[config.mk]
export PLATFORM = sky130hd
export DESIGN_NAME = imem_dmem_arbiter
export DESIGN_NICKNAME = d
export VERILOG_FILES = /design/src/rtl/imem_dmem_arbiter.sv
export SDC_FILE = /design/constraint.sdc
export NUM_CORES = 1
export LEC_CHECK = 0
export CAP_MARGIN = 30
export CORE_AREA = 3 3 197 199
export DETAILED_ROUTE_END_ITERATION = 10
export DIE_AREA = 0 0 200 202
export SKIP_LAST_GASP = 1
export SLEW_MARGIN = 20
export SYNTH_ARGS = -nofsm -noshare
export SYNTH_HDL_FRONTEND = slang
export SYNTH_SLANG_ARGS = --single-unit
[constraint.sdc]
create_clock -name clk -period 5.6 [get_ports clk]
set_input_delay 1.68 -clock clk [delete_from_list [all_inputs] [get_ports clk]]
set_output_delay 1.68 -clock clk [all_outputs]
set_load 0.03 [all_outputs]
[src/rtl/imem_dmem_arbiter.sv]
// imem_dmem_arbiter
//   Shares one single-beat memory port between the fetch stage (instruction
//   requester) and the memory stage (data requester). One transaction runs at
//   a time: grant in IDLE, hold the request in REQ until accepted, wait for
//   the response in WAIT, then return the data to the owner.
//   Data requests have fixed priority. A starvation counter lets fetch win
//   after STARVE_LIMIT consecutive lost rounds. A fetch that is redirected
//   while it owns the port is drained: memory completes, no response returns.
//
// Ports
//   clk, reset          clock; synchronous active-high reset
//   i_valid/i_addr      fetch request (held until i_data_ok or redirect)
//   i_data_ok/i_data    fetch response pulse and instruction word
//   d_valid..d_wdata    data request (held stable until d_data_ok)
//   d_data_ok/d_data    data response pulse and load data
//   m_valid..m_wdata    memory request, stable while m_valid && !m_ready
//   m_ready             memory accepts the request this cycle
//   m_data_ok/m_data    memory response, one cycle, only after acceptance
//   owner               debug: 0 none, 1 fetch, 2 data
module imem_dmem_arbiter #(
   parameter int STARVE_LIMIT = 4,
   parameter int CNT_W        = 3
) (
   input  logic        clk,
   input  logic        reset,
   input  logic        i_valid,
   input  logic [63:0] i_addr,
   output logic        i_data_ok,
   output logic [31:0] i_data,
   input  logic        d_valid,
   input  logic        d_write,
   input  logic [63:0] d_addr,
   input  logic [2:0]  d_size,
   input  logic [7:0]  d_strobe,
   input  logic [63:0] d_wdata,
   output logic        d_data_ok,
   output logic [63:0] d_data,
   output logic        m_valid,
   output logic        m_write,
   output logic [63:0] m_addr,
   output logic [2:0]  m_size,
   output logic [7:0]  m_strobe,
   output logic [63:0] m_wdata,
   input  logic        m_ready,
   input  logic        m_data_ok,
   input  logic [63:0] m_data,
   output logic [1:0]  owner
);

   typedef enum logic [1:0] {IDLE = 2'd0, REQ = 2'd1, WAIT = 2'd2} state_t;

   localparam logic [1:0]       OWN_NONE = 2'd0;
   localparam logic [1:0]       OWN_I    = 2'd1;
   localparam logic [1:0]       OWN_D    = 2'd2;
   localparam logic [CNT_W-1:0] LIMIT    = CNT_W'(STARVE_LIMIT);

   state_t           state_q, state_d;
   logic [1:0]       owner_q, owner_d;
   logic [CNT_W-1:0] cnt_q, cnt_d;
   logic             flush_q, flush_d;

   // Latched copy of the granted request; drives the memory side.
   logic             write_q;
   logic [63:0]      addr_q;
   logic [2:0]       size_q;
   logic [7:0]       strobe_q;
   logic [63:0]      wdata_q;

   logic grant_d, grant_i, complete, fetch_own, flush_now;

   // Data wins unless fetch has been starved; with fetch idle, data is never
   // blocked by a saturated counter.
   assign grant_d   = (state_q == IDLE) && d_valid && ((cnt_q < LIMIT) || !i_valid);
   assign grant_i   = (state_q == IDLE) && !grant_d && i_valid;
   assign fetch_own = (owner_q == OWN_I);
   // The fetch stage moved on (dropped or changed address) while it owns the port.
   assign flush_now = fetch_own && (!i_valid || (i_addr != addr_q));
   // Response accepted in WAIT, or in REQ when it coincides with acceptance.
   // Reset suppresses any response in the cycle it is asserted.
   assign complete  = !reset && m_data_ok &&
                      ((state_q == WAIT) || ((state_q == REQ) && m_ready));

   always_ff @(posedge clk) begin
      if (reset) begin
         state_q <= IDLE;
         owner_q <= OWN_NONE;
         cnt_q   <= '0;
         flush_q <= 1'b0;
      end else begin
         state_q <= state_d;
         owner_q <= owner_d;
         cnt_q   <= cnt_d;
         flush_q <= flush_d;
      end
   end

   always_comb begin
      state_d = state_q;
      owner_d = owner_q;
      cnt_d   = cnt_q;
      flush_d = flush_q;
      case (state_q)
         IDLE: begin
            if (grant_d) begin
               state_d = REQ;
               owner_d = OWN_D;
               if (i_valid && (cnt_q < LIMIT))
                  cnt_d = cnt_q + 1'b1;
            end else if (grant_i) begin
               state_d = REQ;
               owner_d = OWN_I;
               cnt_d   = '0;
            end
         end
         REQ, WAIT: begin
            if (flush_now)
               flush_d = 1'b1;
            if (complete) begin
               state_d = IDLE;
               owner_d = OWN_NONE;
               flush_d = 1'b0;
            end else if ((state_q == REQ) && m_ready) begin
               state_d = WAIT;
            end
         end
         default: begin
            state_d = IDLE;
            owner_d = OWN_NONE;
            flush_d = 1'b0;
         end
      endcase
   end

   always_ff @(posedge clk) begin
      if (reset) begin
         write_q  <= 1'b0;
         addr_q   <= '0;
         size_q   <= '0;
         strobe_q <= '0;
         wdata_q  <= '0;
      end else if (grant_d) begin
         write_q  <= d_write;
         addr_q   <= d_addr;
         size_q   <= d_size;
         strobe_q <= d_strobe;
         wdata_q  <= d_wdata;
      end else if (grant_i) begin
         // Fetch is always a 4-byte read.
         write_q  <= 1'b0;
         addr_q   <= i_addr;
         size_q   <= 3'd2;
         strobe_q <= '0;
         wdata_q  <= '0;
      end
   end

   assign m_valid  = (state_q == REQ);
   assign m_write  = write_q;
   assign m_addr   = addr_q;
   assign m_size   = size_q;
   assign m_strobe = strobe_q;
   assign m_wdata  = wdata_q;
   assign owner    = owner_q;

   assign i_data_ok = complete && fetch_own && !flush_q && !flush_now;
   assign i_data    = i_data_ok ? (addr_q[2] ? m_data[63:32] : m_data[31:0]) : 32'd0;
   assign d_data_ok = complete && (owner_q == OWN_D);
   assign d_data    = d_data_ok ? m_data : 64'd0;

endmodule

==> flow_metrics.env <==
export IMPL_drive_gt1_share_pct=16.9
export IMPL_relSlewSlack_pct=35.9
export IMPL_clk_pin_slew_worst_paths_ns=0.06
export IMPL_vias=8144
export IMPL_leakage_nw=5.32
export IMPL_grt_pass1_wl_mm=50.3
export IMPL_critPathCaptureType="primary output"
export IMPL_syn_inst=776
export IMPL_synth_edff_count=0
export IMPL_drc=0
export IMPL_cts_buffers_inserted=17
export IMPL_die_area_sq_um=40400
export IMPL_die_h_um=202
export IMPL_ant_nets=0
export IMPL_cts_buffer_depth=2
export IMPL_drt_vias_per_instance=4.55
export IMPL_grt_pass1_vias=7999
export IMPL_firstDrtPassIters=6
export IMPL_fillers=3746
export IMPL_grt_use_total_pct=16.5
export IMPL_nets=1543
export IMPL_skew_ns=0.00857
export IMPL_antenna_found_initial=3
export IMPL_crit_type="in -> out"
export IMPL_clkSinkCount=148
export IMPL_grt_ovfl_total=0
export IMPL_worstPathMaxFanout=17
export IMPL_power_density_nw_per_um2=297
export IMPL_start_kind="primary input"
export IMPL_min_path_type="reg -> reg"
export IMPL_synthFlopType="dfxtp_1"
export IMPL_place_area_sq_um=12700
export IMPL_drt_total_wl_mm=36.4
export IMPL_min_period_over_period_pct=98.5
export IMPL_synth_cell_types=37
export IMPL_regArea_sq_um=2960
export IMPL_worst_pin_slew_ns=0.961
export IMPL_fin_ws_ns=0.0867
export IMPL_dpl_hpwl_mm=27.0
export IMPL_ys_seq_area_share_pct=41.3
export IMPL_clkLatencyLatePin_ns=0.44
export IMPL_setup_viol=0
export IMPL_grt_max_degree=143
export IMPL_syn_nets=1056
export IMPL_dpl_worst_slack_ns=-0.136
export IMPL_fmax_mhz=181
export IMPL_cp_required_ns=3.92
export IMPL_fp_dieW_um=200
export IMPL_port_buffers=514
export IMPL_start_util_pct=19.2
export IMPL_hold_buffers=0
export IMPL_cts_tree="yes"
export IMPL_fin_util_pct=36.6
export IMPL_syn2layout_area_growth_pct=91.1
export IMPL_drv_slew=0
export IMPL_clock_root_buffer="clkbuf_16"
export IMPL_io_pins=515
export IMPL_drt_iter0_drc=684
export IMPL_stdcell_area_sq_um=13700
export IMPL_core_sq_um=37400
export IMPL_place_congestion=0.811
export IMPL_multi_input_area_sq_um=4080
export IMPL_rows=71
export IMPL_hold_slack_ns=0.474
export IMPL_wire_per_inst_um=20.3
export IMPL_ir_drop_uv=188
export IMPL_hold_viol_final=0
export IMPL_layout_min_cycle_time_ns=5.51
export IMPL_syn_avg_cell_area_sq_um=9.24
export IMPL_async_flop_share_pct=0
export IMPL_cap_violations=0
export IMPL_syn_cell_area_sq_um=7170
export IMPL_h_tree_depth=4
export IMPL_crit_arrival_ns=3.83
export IMPL_synth_seq_cells=148
export IMPL_synth_warnings=0
export IMPL_status="finished, final reports clean"
[logic make-up after synthesis]
| kind of cell | after synthesis | synth area share, % |
|---|---|---|
| compound gates | 161 | 18.8 |
| xor+xnor | 58 | 7.09 |
| fa+ha+maj | 6 | 1.05 |
| buf+inv | 85 | 5.08 |
| flops | 148 | 41.3 |
| mux | 33 | 4.61 |
| simple gates | 285 | 22.0 |
[per-layer routing]
layer  share of wire [%]  track usage (%)  up-vias
met4                 1.6             5.23        0
met1                  39             19.1     3855
met3                 9.0             5.47       33
li1                    -                -     3848
met2                  50             28.7      408
met5                   0                0        -
[registers in the layout, indices dropped and copies added (netlist names)]
| name | cells |
|---|---|
| state_q | 2 |
| owner | 2 |
| m_strobe | 8 |
| m_write | 1 |
| flush_q | 1 |
| m_wdata | 64 |
| m_addr | 64 |
| m_size | 3 |
| cnt_q | 3 |
[cell type report]
type	instances	share of cell area [%]
clock buffers	24	3.66
multi-input cells	543	29.8
repair buffers	541	39.0
well taps	511	4.67
clock inverters	8	0.886
flip-flops and latches	148	21.6
inverters	12	0.329
diodes	2	0.0365
[Yosys cell counts, types with 2 or more instances]
| cell | number | area, sq um |
|---|---|---|
| nand2b_1 | 3 | 18.8 |
| a22oi_1 | 76 | 571 |
| buf_1 | 4 | 15.0 |
| mux2i_1 | 33 | 330 |
| o22ai_1 | 2 | 12.5 |
| ha_1 | 6 | 75.1 |
| nor2_1 | 148 | 556 |
| a222oi_1 | 65 | 651 |
| buf_2 | 3 | 15.0 |
| dfxtp_1 | 148 | 2960 |
| xnor2_1 | 57 | 499 |
| nand4_1 | 14 | 87.6 |
| buf_6 | 4 | 45.0 |
| nor4_2 | 30 | 375 |
| nand3_1 | 3 | 15.0 |
| a21oi_1 | 6 | 30.0 |
| buf_4 | 3 | 22.5 |
| nor4_1 | 7 | 43.8 |
| nor3_1 | 4 | 20.0 |
| inv_1 | 12 | 45.0 |
| o21ai_1 | 3 | 15.0 |
| nand2_1 | 7 | 26.3 |
| and2_1 | 65 | 407 |
| clkbuf_1 | 59 | 221 |
| a211oi_1 | 2 | 15.0 |
[report_power, final]
part           internal, mW  switching [mW]
Combinational         0.684           0.857
Clock                 0.759           0.466
Sequential             1.19           0.116
[per-stage QoR]
stage	power (mW)	std cells	TNS, ns
finish	4.08	1789	0
global route	4.27	1789	-0.207
CTS	4.11	1782	0
detailed placement	2.85	1750	-0.322
global placement	2.84	1750	-0.108
floorplan	2.14	776	0
[final timing paths]
kind / cells past startpoint / slack, ns / end / startpoint
worst max-delay path: 10 / 0.09 / i_data[19] / i_valid
worst min-delay path: 2 / 0.47 / m_size[1]$_SDFFE_PP0P_ / m_size[1]$_SDFFE_PP0P_
worst max register to register: 7 / 3.37 / m_addr[60]$_SDFFE_PP0P_ / state_q[0]$_SDFFE_PP0P_
worst min register to register: 2 / 0.47 / m_size[1]$_SDFFE_PP0P_ / m_size[1]$_SDFFE_PP0P_
[layout by cell type, fill, tap and decap left out, types with 2 or more instances in the layout]
cell type | netlist | layout
a211oi_1 | 2 | 2
a21oi_1 | 6 | 6
a222oi_1 | 65 | 65
a22oi_1 | 76 | 76
and2_1 | 65 | 65
buf_12 | 0 | 9
buf_4 | 3 | 112
bufinv_16 | 0 | 3
clkbuf_1 | 59 | 2
clkbuf_16 | 0 | 21
clkbuf_8 | 0 | 5
clkdlybuf4s50_1 | 0 | 392
clkinv_2 | 0 | 3
dfxtp_1 | 148 | 147
diode_2 | 0 | 2
dlymetal6s2s_1 | 0 | 23
ha_1 | 6 | 6
inv_1 | 12 | 12
mux2i_1 | 33 | 33
nand2_1 | 7 | 7
nand2b_1 | 3 | 3
nand3_1 | 3 | 2
nand4_1 | 14 | 14
nor2_1 | 148 | 147
nor3_1 | 4 | 3
nor4_1 | 7 | 4
nor4_2 | 30 | 30
nor4_4 | 0 | 3
o21ai_1 | 3 | 2
o22ai_1 | 2 | 2
xnor2_1 | 57 | 38
xnor2_2 | 0 | 19
[timing repair]
action                     4_1_cts  5_1_grt
setup endpoints to repair       13       26
buffers inserted                 0        1
pin swaps                        3       22
gates resized for setup          7       45
gates cloned                     0        4
[critical path, cell delays in order]
cell             delay, ns
clkdlybuf4s50_1       0.51
nor2b_4               0.17
buf_4                 0.12
o21ai_1               0.07
nor4_2                0.23
nand4_1               0.20
buf_4                 0.21
buf_6                 0.18
nor4_2                0.24
buf_4                 0.20
Power figures use the tool's default switching activity.
